==> src/rtl/csr_pkg.sv <==
// rtl/csr_pkg.sv - shared state type, size defaults and address helper for the CSR writer
package csr_pkg;

  typedef enum logic [2:0] {
    ST_IDLE,
    ST_ROWPTR0,
    ST_SCAN,
    ST_W_VAL,
    ST_W_COL,
    ST_W_RPTR,
    ST_FIN
  } csr_wr_state_t;

  localparam int DEF_N_ROWS = 16;
  localparam int DEF_N_COLS = 16;

  function automatic int cnt_w(input int rows, input int cols);
    return $clog2(rows * cols + 1);
  endfunction

  // Wrap-around is intentional; callers truncate to their address width.
  function automatic logic [63:0] addr_off(input logic [63:0] base, input logic [63:0] off);
    return base + off;
  endfunction

endpackage

==> src/rtl/csr_writer_if.sv <==
// rtl/csr_writer_if.sv - dense element stream in, single memory write port out
interface csr_writer_if #(
  parameter int DATA_W = 32,
  parameter int ADDR_W = 32
) ();
  logic              in_valid;
  logic [DATA_W-1:0] in_data;
  logic              in_ready;
  logic              WR;
  logic [ADDR_W-1:0] wr_addr;
  logic [DATA_W-1:0] wr_data;
  logic              wr_ready;

  modport master (
    input  in_valid, in_data, wr_ready,
    output in_ready, WR, wr_addr, wr_data
  );

  modport slave (
    output in_valid, in_data, wr_ready,
    input  in_ready, WR, wr_addr, wr_data
  );
endinterface

==> src/rtl/csr_wr_port.sv <==
// rtl/csr_wr_port.sv - one-entry registered write port, stable under backpressure
module csr_wr_port #(
  parameter int ADDR_W = 32,
  parameter int DATA_W = 32
) (
  input  logic              clk,
  input  logic              rst_n,
  input  logic              load,
  input  logic [ADDR_W-1:0] load_addr,
  input  logic [DATA_W-1:0] load_data,
  output logic              wr,
  output logic [ADDR_W-1:0] wr_addr,
  output logic [DATA_W-1:0] wr_data,
  input  logic              wr_ready,
  output logic              accepted
);
  logic              valid_q, valid_d;
  logic [ADDR_W-1:0] addr_q, addr_d;
  logic [DATA_W-1:0] data_q, data_d;

  assign accepted = valid_q && wr_ready;
  assign wr       = valid_q;
  assign wr_addr  = addr_q;
  assign wr_data  = data_q;

  // The FSM only loads when idle or on the accepting cycle, so a pending write is never overwritten.
  always_comb begin
    valid_d = valid_q;
    addr_d  = addr_q;
    data_d  = data_q;
    if (accepted) valid_d = 1'b0;
    if (load) begin
      valid_d = 1'b1;
      addr_d  = load_addr;
      data_d  = load_data;
    end
  end

  always_ff @(posedge clk) begin
    if (!rst_n) begin
      valid_q <= 1'b0;
      addr_q  <= '0;
      data_q  <= '0;
    end else begin
      valid_q <= valid_d;
      addr_q  <= addr_d;
      data_q  <= data_d;
    end
  end
endmodule

==> src/rtl/csr_writer.sv <==
// rtl/csr_writer.sv - streams a dense row-major matrix out as CSR values, columns and row pointers
module csr_writer
  import csr_pkg::*;
#(
  parameter int N_ROWS = DEF_N_ROWS,
  parameter int N_COLS = DEF_N_COLS,
  parameter int DATA_W = 32,
  parameter int ADDR_W = 32,
  parameter int CNT_W  = cnt_w(N_ROWS, N_COLS)
) (
  input  logic              Clk,
  input  logic              Rst,
  input  logic              start,
  input  logic [ADDR_W-1:0] val_base,
  input  logic [ADDR_W-1:0] col_base,
  input  logic [ADDR_W-1:0] row_base,
  csr_writer_if.master      bus,
  output logic              busy,
  output logic              done,
  output logic [CNT_W-1:0]  nnz
);
  localparam int RW = (N_ROWS > 1) ? $clog2(N_ROWS) : 1;
  localparam int CW = (N_COLS > 1) ? $clog2(N_COLS) : 1;
  localparam logic [RW-1:0] LAST_R = RW'(N_ROWS - 1);
  localparam logic [CW-1:0] LAST_C = CW'(N_COLS - 1);

  csr_wr_state_t     state_q, state_d;
  logic [RW-1:0]     r_q, r_d;
  logic [CW-1:0]     c_q, c_d;
  logic [CNT_W-1:0]  nnz_q, nnz_d;
  logic [ADDR_W-1:0] vb_q, vb_d, cb_q, cb_d, rb_q, rb_d;
  logic              busy_q, busy_d, done_q, done_d;
  logic              ld, acc, hs;
  logic [ADDR_W-1:0] ld_addr;
  logic [DATA_W-1:0] ld_data;

  function automatic logic [ADDR_W-1:0] at(input logic [ADDR_W-1:0] base, input logic [63:0] off);
    return ADDR_W'(addr_off(64'(base), off));
  endfunction

  assign bus.in_ready = (state_q == ST_SCAN);
  assign hs           = bus.in_valid && (state_q == ST_SCAN);
  assign busy         = busy_q;
  assign done         = done_q;
  assign nnz          = nnz_q;

  always_comb begin
    state_d = state_q;
    r_d     = r_q;
    c_d     = c_q;
    nnz_d   = nnz_q;
    vb_d    = vb_q;
    cb_d    = cb_q;
    rb_d    = rb_q;
    busy_d  = busy_q;
    done_d  = 1'b0;
    ld      = 1'b0;
    ld_addr = '0;
    ld_data = '0;
    case (state_q)
      ST_IDLE: if (start) begin
        vb_d    = val_base;
        cb_d    = col_base;
        rb_d    = row_base;
        r_d     = '0;
        c_d     = '0;
        nnz_d   = '0;
        busy_d  = 1'b1;
        ld      = 1'b1;
        ld_addr = row_base;
        state_d = ST_ROWPTR0;
      end
      ST_ROWPTR0: if (acc) state_d = ST_SCAN;
      ST_SCAN: if (hs) begin
        if (bus.in_data != '0) begin
          ld      = 1'b1;
          ld_addr = at(vb_q, 64'(nnz_q));
          ld_data = bus.in_data;
          state_d = ST_W_VAL;
        end else if (c_q == LAST_C) begin
          ld      = 1'b1;
          ld_addr = at(rb_q, 64'(r_q) + 64'd1);
          ld_data = DATA_W'(nnz_q);
          state_d = ST_W_RPTR;
        end else begin
          c_d = c_q + 1'b1;
        end
      end
      ST_W_VAL: if (acc) begin
        ld      = 1'b1;
        ld_addr = at(cb_q, 64'(nnz_q));
        ld_data = DATA_W'(c_q);
        state_d = ST_W_COL;
      end
      // Row pointer written right after the last column carries the already-incremented count.
      ST_W_COL: if (acc) begin
        nnz_d = nnz_q + 1'b1;
        if (c_q == LAST_C) begin
          ld      = 1'b1;
          ld_addr = at(rb_q, 64'(r_q) + 64'd1);
          ld_data = DATA_W'(nnz_q + 1'b1);
          state_d = ST_W_RPTR;
        end else begin
          c_d     = c_q + 1'b1;
          state_d = ST_SCAN;
        end
      end
      ST_W_RPTR: if (acc) begin
        c_d = '0;
        r_d = r_q + 1'b1;
        if (r_q == LAST_R) begin
          done_d  = 1'b1;
          state_d = ST_FIN;
        end else begin
          state_d = ST_SCAN;
        end
      end
      ST_FIN: begin
        busy_d  = 1'b0;
        state_d = ST_IDLE;
      end
      default: state_d = ST_IDLE;
    endcase
  end

  always_ff @(posedge Clk) begin
    if (!Rst) begin
      state_q <= ST_IDLE;
      r_q     <= '0;
      c_q     <= '0;
      nnz_q   <= '0;
      vb_q    <= '0;
      cb_q    <= '0;
      rb_q    <= '0;
      busy_q  <= 1'b0;
      done_q  <= 1'b0;
    end else begin
      state_q <= state_d;
      r_q     <= r_d;
      c_q     <= c_d;
      nnz_q   <= nnz_d;
      vb_q    <= vb_d;
      cb_q    <= cb_d;
      rb_q    <= rb_d;
      busy_q  <= busy_d;
      done_q  <= done_d;
    end
  end

  csr_wr_port #(.ADDR_W(ADDR_W), .DATA_W(DATA_W)) u_port (
    .clk      (Clk),
    .rst_n    (Rst),
    .load     (ld),
    .load_addr(ld_addr),
    .load_data(ld_data),
    .wr       (bus.WR),
    .wr_addr  (bus.wr_addr),
    .wr_data  (bus.wr_data),
    .wr_ready (bus.wr_ready),
    .accepted (acc)
  );
endmodule

==> src/flat_wrapper.sv <==
// flat-port wrapper written by rule: the top's interface ports become plain ports
module csr_writer_flat import csr_pkg::*;
#(
  parameter int N_ROWS = DEF_N_ROWS,
  parameter int N_COLS = DEF_N_COLS,
  parameter int DATA_W = 32,
  parameter int ADDR_W = 32,
  parameter int CNT_W  = cnt_w(N_ROWS, N_COLS)
)
  (Clk, Rst, start, val_base, col_base, row_base, busy, done, nnz, bus_in_valid, bus_in_data, bus_wr_ready, bus_in_ready, bus_WR, bus_wr_addr, bus_wr_data);
  csr_writer_if #(.DATA_W(DATA_W), .ADDR_W(ADDR_W)) bus_i ();
  input  logic Clk;
  input  logic Rst;
  input  logic start;
  input  logic [ADDR_W-1:0] val_base;
  input  logic [ADDR_W-1:0] col_base;
  input  logic [ADDR_W-1:0] row_base;
  output logic busy;
  output logic done;
  output logic [CNT_W-1:0] nnz;
  input wire logic [$bits(bus_i.in_valid)-1:0] bus_in_valid;
  input wire logic [$bits(bus_i.in_data)-1:0] bus_in_data;
  input wire logic [$bits(bus_i.wr_ready)-1:0] bus_wr_ready;
  output wire logic [$bits(bus_i.in_ready)-1:0] bus_in_ready;
  output wire logic [$bits(bus_i.WR)-1:0] bus_WR;
  output wire logic [$bits(bus_i.wr_addr)-1:0] bus_wr_addr;
  output wire logic [$bits(bus_i.wr_data)-1:0] bus_wr_data;
  assign bus_i.in_valid = bus_in_valid;
  assign bus_i.in_data = bus_in_data;
  assign bus_i.wr_ready = bus_wr_ready;
  assign bus_in_ready = bus_i.in_ready;
  assign bus_WR = bus_i.WR;
  assign bus_wr_addr = bus_i.wr_addr;
  assign bus_wr_data = bus_i.wr_data;
  csr_writer #(.N_ROWS(N_ROWS), .N_COLS(N_COLS), .DATA_W(DATA_W), .ADDR_W(ADDR_W), .CNT_W(CNT_W)) u_core (.Clk(Clk), .Rst(Rst), .start(start), .val_base(val_base), .col_base(col_base), .row_base(row_base), .bus(bus_i), .busy(busy), .done(done), .nnz(nnz));
endmodule
==> config.mk <==
export PLATFORM = sky130hd
export DESIGN_NAME = csr_writer_flat
export DESIGN_NICKNAME = d
export VERILOG_FILES = /design/src/rtl/csr_pkg.sv /design/src/rtl/csr_writer_if.sv /design/src/rtl/csr_wr_port.sv /design/src/rtl/csr_writer.sv /design/src/flat_wrapper.sv
export SDC_FILE = /design/constraint.sdc
export NUM_CORES = 1
export LEC_CHECK = 0
export ABC_CLOCK_PERIOD_IN_PS = 6780
export BUFFER_PORTS_ARGS = -buffer_cell sky130_fd_sc_hd__buf_2
export CAP_MARGIN = 10
export CORE_UTILIZATION = 30
export DETAILED_ROUTE_END_ITERATION = 10
export HOLD_SLACK_MARGIN = 0.15
export PLACE_DENSITY = 0.48
export SYNTH_ARGS = -nofsm -noshare
export SYNTH_HDL_FRONTEND = slang
export SYNTH_HIERARCHICAL = 1
export SYNTH_SLANG_ARGS = --single-unit
==> constraint.sdc <==
create_clock -name Clk -period 6.78 [get_ports Clk]
set_clock_uncertainty 0.15 [all_clocks]
set_input_delay 0 -clock Clk [delete_from_list [all_inputs] [get_ports Clk]]
set_output_delay 0 -clock Clk [all_outputs]
set_load 0.02 [all_outputs]
# == After elaboration in Yosys (flattened, before gate mapping) ==
# Index checks and enable logic that the tools add are counted.
# W data, S select, Z words.
# word_totals
input_bits,133
output_inout_bits,77
ff_bits,183
# classes
reduce_logical,16
mux,49
n_eq_ne,16
n_addsub,8
# ops
op,n
$mux W32,10
$pmux W32 S4,1
$pmux W32 S3,1
$add A32 B9 Y32,2
$add A32 B32 Y32,1
$mux W4,8
$reduce_bool A32 Y1,1
$mux W3,10
$mux W9,3
$pmux W3 S6,1
$pmux W9 S2,1
$pmux W4 S4,1
$add A9 B1 Y10 const B,1
$mux W1,10
$ne A2 B1 Y1 const B,5
$add A9 B1 Y9 const B,1
$eq A3 B3 Y1 const B,3
$reduce_and A3 Y1,3
$add A4 B1 Y4 const B,2
$eq A4 B4 Y1 const B,2
$pmux W4 S2,1
$reduce_bool A2 Y1,4
$reduce_and A7 Y1,1
$eq A3 B2 Y1 const B,2
other kinds (11),14

# == Depth between registers and ports, before layout ==
# logic_depth
word_depth,6
mapped_depth,13
depth_no_buf,13

# == Hierarchy ==
# The synthesis kept the hierarchy.
# modules_own_cells
mod,seq_area_each_um2,n_inst,cells_each,area_per_inst_um2
csr_writer,2362.3,1,1096,8264.2
csr_wr_port,1301.2,1,210,2463.6

# == Worst setup path before layout ==
# No wires, ideal clock.
# synth_path
path_type,flip-flop to flip-flop
startpoint,register u_core.nnz_q[0] (netlist: u_core/nnz[0])
endpoint,register u_core.u_port.addr_q[12] (netlist: u_core/u_port/wr_addr[12])
required_ps,6514
t_arrival_ps,2784
synth_period_minus_slack_ps,3050
setup_ps,116
slack_ps,3730
stages_incl_launch_ff,13
path_cell_list,dfxtp_1 ha_1 inv_1 fa_1 nor2b_1 o31a_2 o211ai_2 a211oi_2 xor2_1 a222oi_1 o21ai_0 mux2i_1 nor2b_1
# synth_between
elab_chain_cells,4
word_cells_on_any_way,6
classes_between,2 x add/sub; 4 x mux
# synth_rtl
element,line_no,source
from (decl),csr_writer.sv:30,"logic [CNT_W-1:0] nnz_q, nnz_d;"
from (signal assigned),csr_writer.sv:141,nnz_q <= nnz_d;
$add A32 B9 Y32,csr_pkg.sv:23,return base + off;
$mux W32,csr_writer.sv:75,if (bus.in_data != '0) begin
$mux W32,csr_writer.sv:74,ST_SCAN: if (hs) begin
$pmux W32 S4 *,csr_writer.sv:60,case (state_q)
named net u_core.ld_addr[12],csr_writer.sv:34,logic [ADDR_W-1:0] ld_addr;
to (signal assigned),csr_wr_port.sv:46,addr_q <= addr_d;
to (decl),csr_wr_port.sv:18,"logic [ADDR_W-1:0] addr_q, addr_d;"
# Mark *: on every way through the listed nets, which the timed path passes. The rest lies on a longest branch.
# A chain may end at the register's enable or synchronous reset.

# == Worst setup path after layout ==
# layout_path
startpoint,input port bus_in_data[11]
endpoint,register u_core.u_port.data_q[19] (netlist: u_core/u_port/wr_data[19])
# layout_between
elab_chain_cells,4
word_cells_on_any_way,7
classes_between,6 x mux; 1 x reduce/logical
# layout_rtl
element,line_no,source
from (decl),flat_wrapper.sv:22,input wire logic [$bits(bus_i.in_data)-1:0] bus_in_data;
$reduce_bool A32 Y1,csr_writer.sv:75,
$mux W1,csr_writer.sv:75,
$mux W1,csr_writer.sv:74,
$pmux W1 S4,csr_writer.sv:60,
named net u_core.ld,csr_writer.sv:33,"logic ld, acc, hs;"
to (signal assigned),csr_wr_port.sv:47,data_q <= data_d;
to (decl),csr_wr_port.sv:19,"logic [DATA_W-1:0] data_q, data_d;"
# The timed path passes the listed nets, and every way through them passes these cells.

==> impl_results.md <==
- Clock Pin Slew Worst Setup and Hold Paths: around 0.080 ns
- Die Y: between 150 and 200 um
- Final Max Tran Viols: 0
- Final Util: approximately 41%
- Commonest non-fill, non-tap cell in the layout: nand2_1
- PD cells: roughly 250 mW/mm^2
- Family with the most delay on the worst path: simple AND/OR/NAND/NOR gates
- Gpl congestion: 0.8521
- CTS resizes: 0
- Die width: between 150 and 200 um
- Initial antenna violation count: 1
- Hold WS: 0.1848 ns
- Hpwl dp: ~26 mm
- Endpoints failing setup: 0
- Unrepaired setup endpoints after global routing: no
- WP buf/inv: 3
- Status: completed
- GRT Total Usage: 20.72%
- Post-route setup slack: 2.738 ns
- Number of setup buffers added after CTS: 0
- CTS H-Tree Depth: 4
- Via density: 4.929
- I/O Buffers: approximately 210
- Number of remaining DRC errors: 0
- Die area: about 0.037 mm^2
- Num CTS Buffers: 17
- Vias in the first global route: 10.35k
- Syn avg cell area: slightly above 8 um^2
- Num ports: 210
- Worst Max-Slew Pin Slew: about 1.1 ns
- Data required time of the worst path: between 6 and 7 ns
- Post-route insts no fill: 2,114
- Top cell type's share of synthesized area: about a third
- Ant. Diodes: 0
- CP Cell Sequence: dlygate4sd3_1 -> buf_2 -> nor4_1 -> nand4_1 -> nor3_1 -> nand2b_1 -> and2_1 -> nand3_4 -> mux2i_1 -> nor2b_1 -> dlygate4sd3_1
- CP peak stage delay: just over 0.7 ns
- Area leader, netlist: dfxtp_1
- Post-synth EDFFs: 0
- Layout cells sized above 1: approximately 16%
- Starting Density: 30.75%
- Largest cells by area after synthesis: dfxtp_1 34%, nand2_1 8.8%, a21boi_0 7.3%
- Synth cell types: 73
- GRT overflow: 0
- Most frequent cells in the layout: 251 x nand2_1, 208 x buf_2, 183 x dfxtp_1, 170 x dlygate4sd3_1, 105 x a21boi_0
- Core region area: ~0.035 mm^2
- Post-CTS Hold Fix Bufs: 170
- Hold Path Class: in -> reg
- Fmax: 0.2474 GHz
- DR pass1 iterations: 5
- Synth-to-layout area growth: 34.08%
- Max stage delay cell, worst path: nand3_4
- Skew-Pair Late Insertion Delay: roughly 0.47 ns
- Max-Cap Viols: 0
- Pleak: 5.942 nW
- Initial DRC count: between 600 and 700
- Ys async rst share: 0%
- Final hold viol count: 0
- First-pass GRT wire length: approximately 58 mm
- CP endpoint kind: flip-flop
- Arr. time, crit path: around 4.2 ns
- DR vias: 10.42k
- Max Buffers Root-to-Sink: 2
- Final Cycle Share: between 50% and 60%
- Cells after DPL: between 1.5k and 2k
- VDD IR max: 0.1977 mV
- Routed Antenna Nets: 0
- Seq/Total Area, Yosys: 34.15%
- Synth Instances: about 1.3k
- CTS tree: built
- CP startpoint kind: input port
- Largest net degree at the start of global routing: approximately 120
- Synthesized flop and latch total: approximately 180
- Num rows: 68
- Root buf cell: clkbuf_16
- Fin crit period: approximately 4.0 ns
- Crit Path Max Fanout: 47
- WL/cell: roughly 18 um
- CTS sink count: about 180
- Setup TNS: 0 ns
- Slew margin rel.: a little under a quarter
- Critical path type: in -> reg
- Synth warnings: 6
- Synthesized net count: roughly 1.5k
- Aggregate routed wire length: 37.66 mm
- Most used cell, CP: dlygate4sd3_1
- Cell Area, Synth: approximately 0.011 mm^2
- Fin nets: between 1.5k and 2k
- Pre-CTS setup slack: 3.024 ns
- Primary FF master, synth: dfxtp_1
## cells in the mapped netlist (all sizes together) (6+ instances only)
| library cell | n |
|---|---|
| xor2 | 43 |
| nor3 | 18 |
| mux2i | 67 |
| nor2 | 49 |
| o21ai | 58 |
| o221ai | 6 |
| o211ai | 10 |
| a222oi | 10 |
| and4 | 10 |
| a21oi | 35 |
| nor4 | 14 |
| o21a | 7 |
| nor2b | 81 |
| a21boi | 106 |
| clkbuf | 54 |
| ha | 26 |
| xnor2 | 41 |
| nand4 | 18 |
| nand3 | 30 |
| and3 | 28 |
| nand2 | 251 |
| o2111ai | 10 |
| inv | 18 |
| dfxtp | 183 |
| buf | 16 |
| a211oi | 13 |
| and2 | 38 |
## final timing paths
path                    startpoint                        end  slack (ns)  cells after the start
setup reg to reg  u_core/u_port/wr  u_core/u_port/wr_data[19]        2.86                      9
hold reg to reg     u_core/cb_q[7]             u_core/cb_q[7]        0.33                      2
hold / removal        col_base[22]            u_core/cb_q[22]        0.18                      4
setup / recovery   bus_in_data[11]  u_core/u_port/wr_data[19]        2.74                     11
## cell families (layout without fill, tap and decap cells)
kind of cell    count (synthesis)  after routing  synth area share, %
compound gates                297            297                19.82
fa+ha+maj                      29             29                3.592
xor+xnor                       84             84                6.858
buf+inv                        89            442                3.907
simple gates                  557            557                25.43
mux                            67             67                6.251
flops                         183            183                34.15
## where the power goes
part / switching (W) / internal, W / total (W)
Clock: 0.000481 / 0.000503 / 0.000983
Sequential: 0.000181 / 0.00123 / 0.00141
Combinational: 0.000736 / 0.000515 / 0.00125
## flip-flops by register name, indices dropped and copies added (netlist names), 3 cells and up
name	flops
u_core/cb_q	32
u_core/vb_q	32
u_core/state_q	3
u_core/u_port/wr_data	32
u_core/r_q	4
u_core/rb_q	32
u_core/nnz	9
u_core/c_q	4
u_core/u_port/wr_addr	32
## metrics by stage
step	total power [W]	instance area, um^2
after floorplan	0.002242	10730
after global placement	0.002598	12120
after detailed placement	0.002610	12120
after CTS	0.003688	14380
after global routing	0.003872	14380
final	0.003649	14380
## metal layers
| metal | up-vias | wire length (um) | part of all wire [%] | track usage, % |
|---|---|---|---|---|
| li1 | 5263 | - | - | - |
| met5 | - | 14 | 0.037 | 0 |
| met3 | 47 | 1659 | 4.4 | 2.992 |
| met2 | 275 | 16870 | 45 | 32.73 |
| met4 | 2 | 975 | 2.6 | 8.333 |
| met1 | 4833 | 18150 | 48 | 28.14 |
## worst register-to-register path, cell delays in order (launching register included)
cell and delay, ns:
dfxtp_1 0.34, and2_1 0.28, nand2_1 0.14, nor3_1 0.77, nand2_1 0.21, and2_1 0.26, nand3_4 0.69, mux2i_1 0.34
nor2b_1 0.08, dlygate4sd3_1 0.56
## layout make-up
class | count | area (um^2)
Clock buffer | 20 | 466.7
Clock inverter | 12 | 95.09
Fill cell | 3572 | 20500
Inverter | 19 | 71.32
Multi-Input combinational cell | 1034 | 6678
Sequential cell | 183 | 3664
Tap cell | 455 | 569.3
Timing Repair Buffer | 391 | 2840
Power figures use the tool's default switching activity.
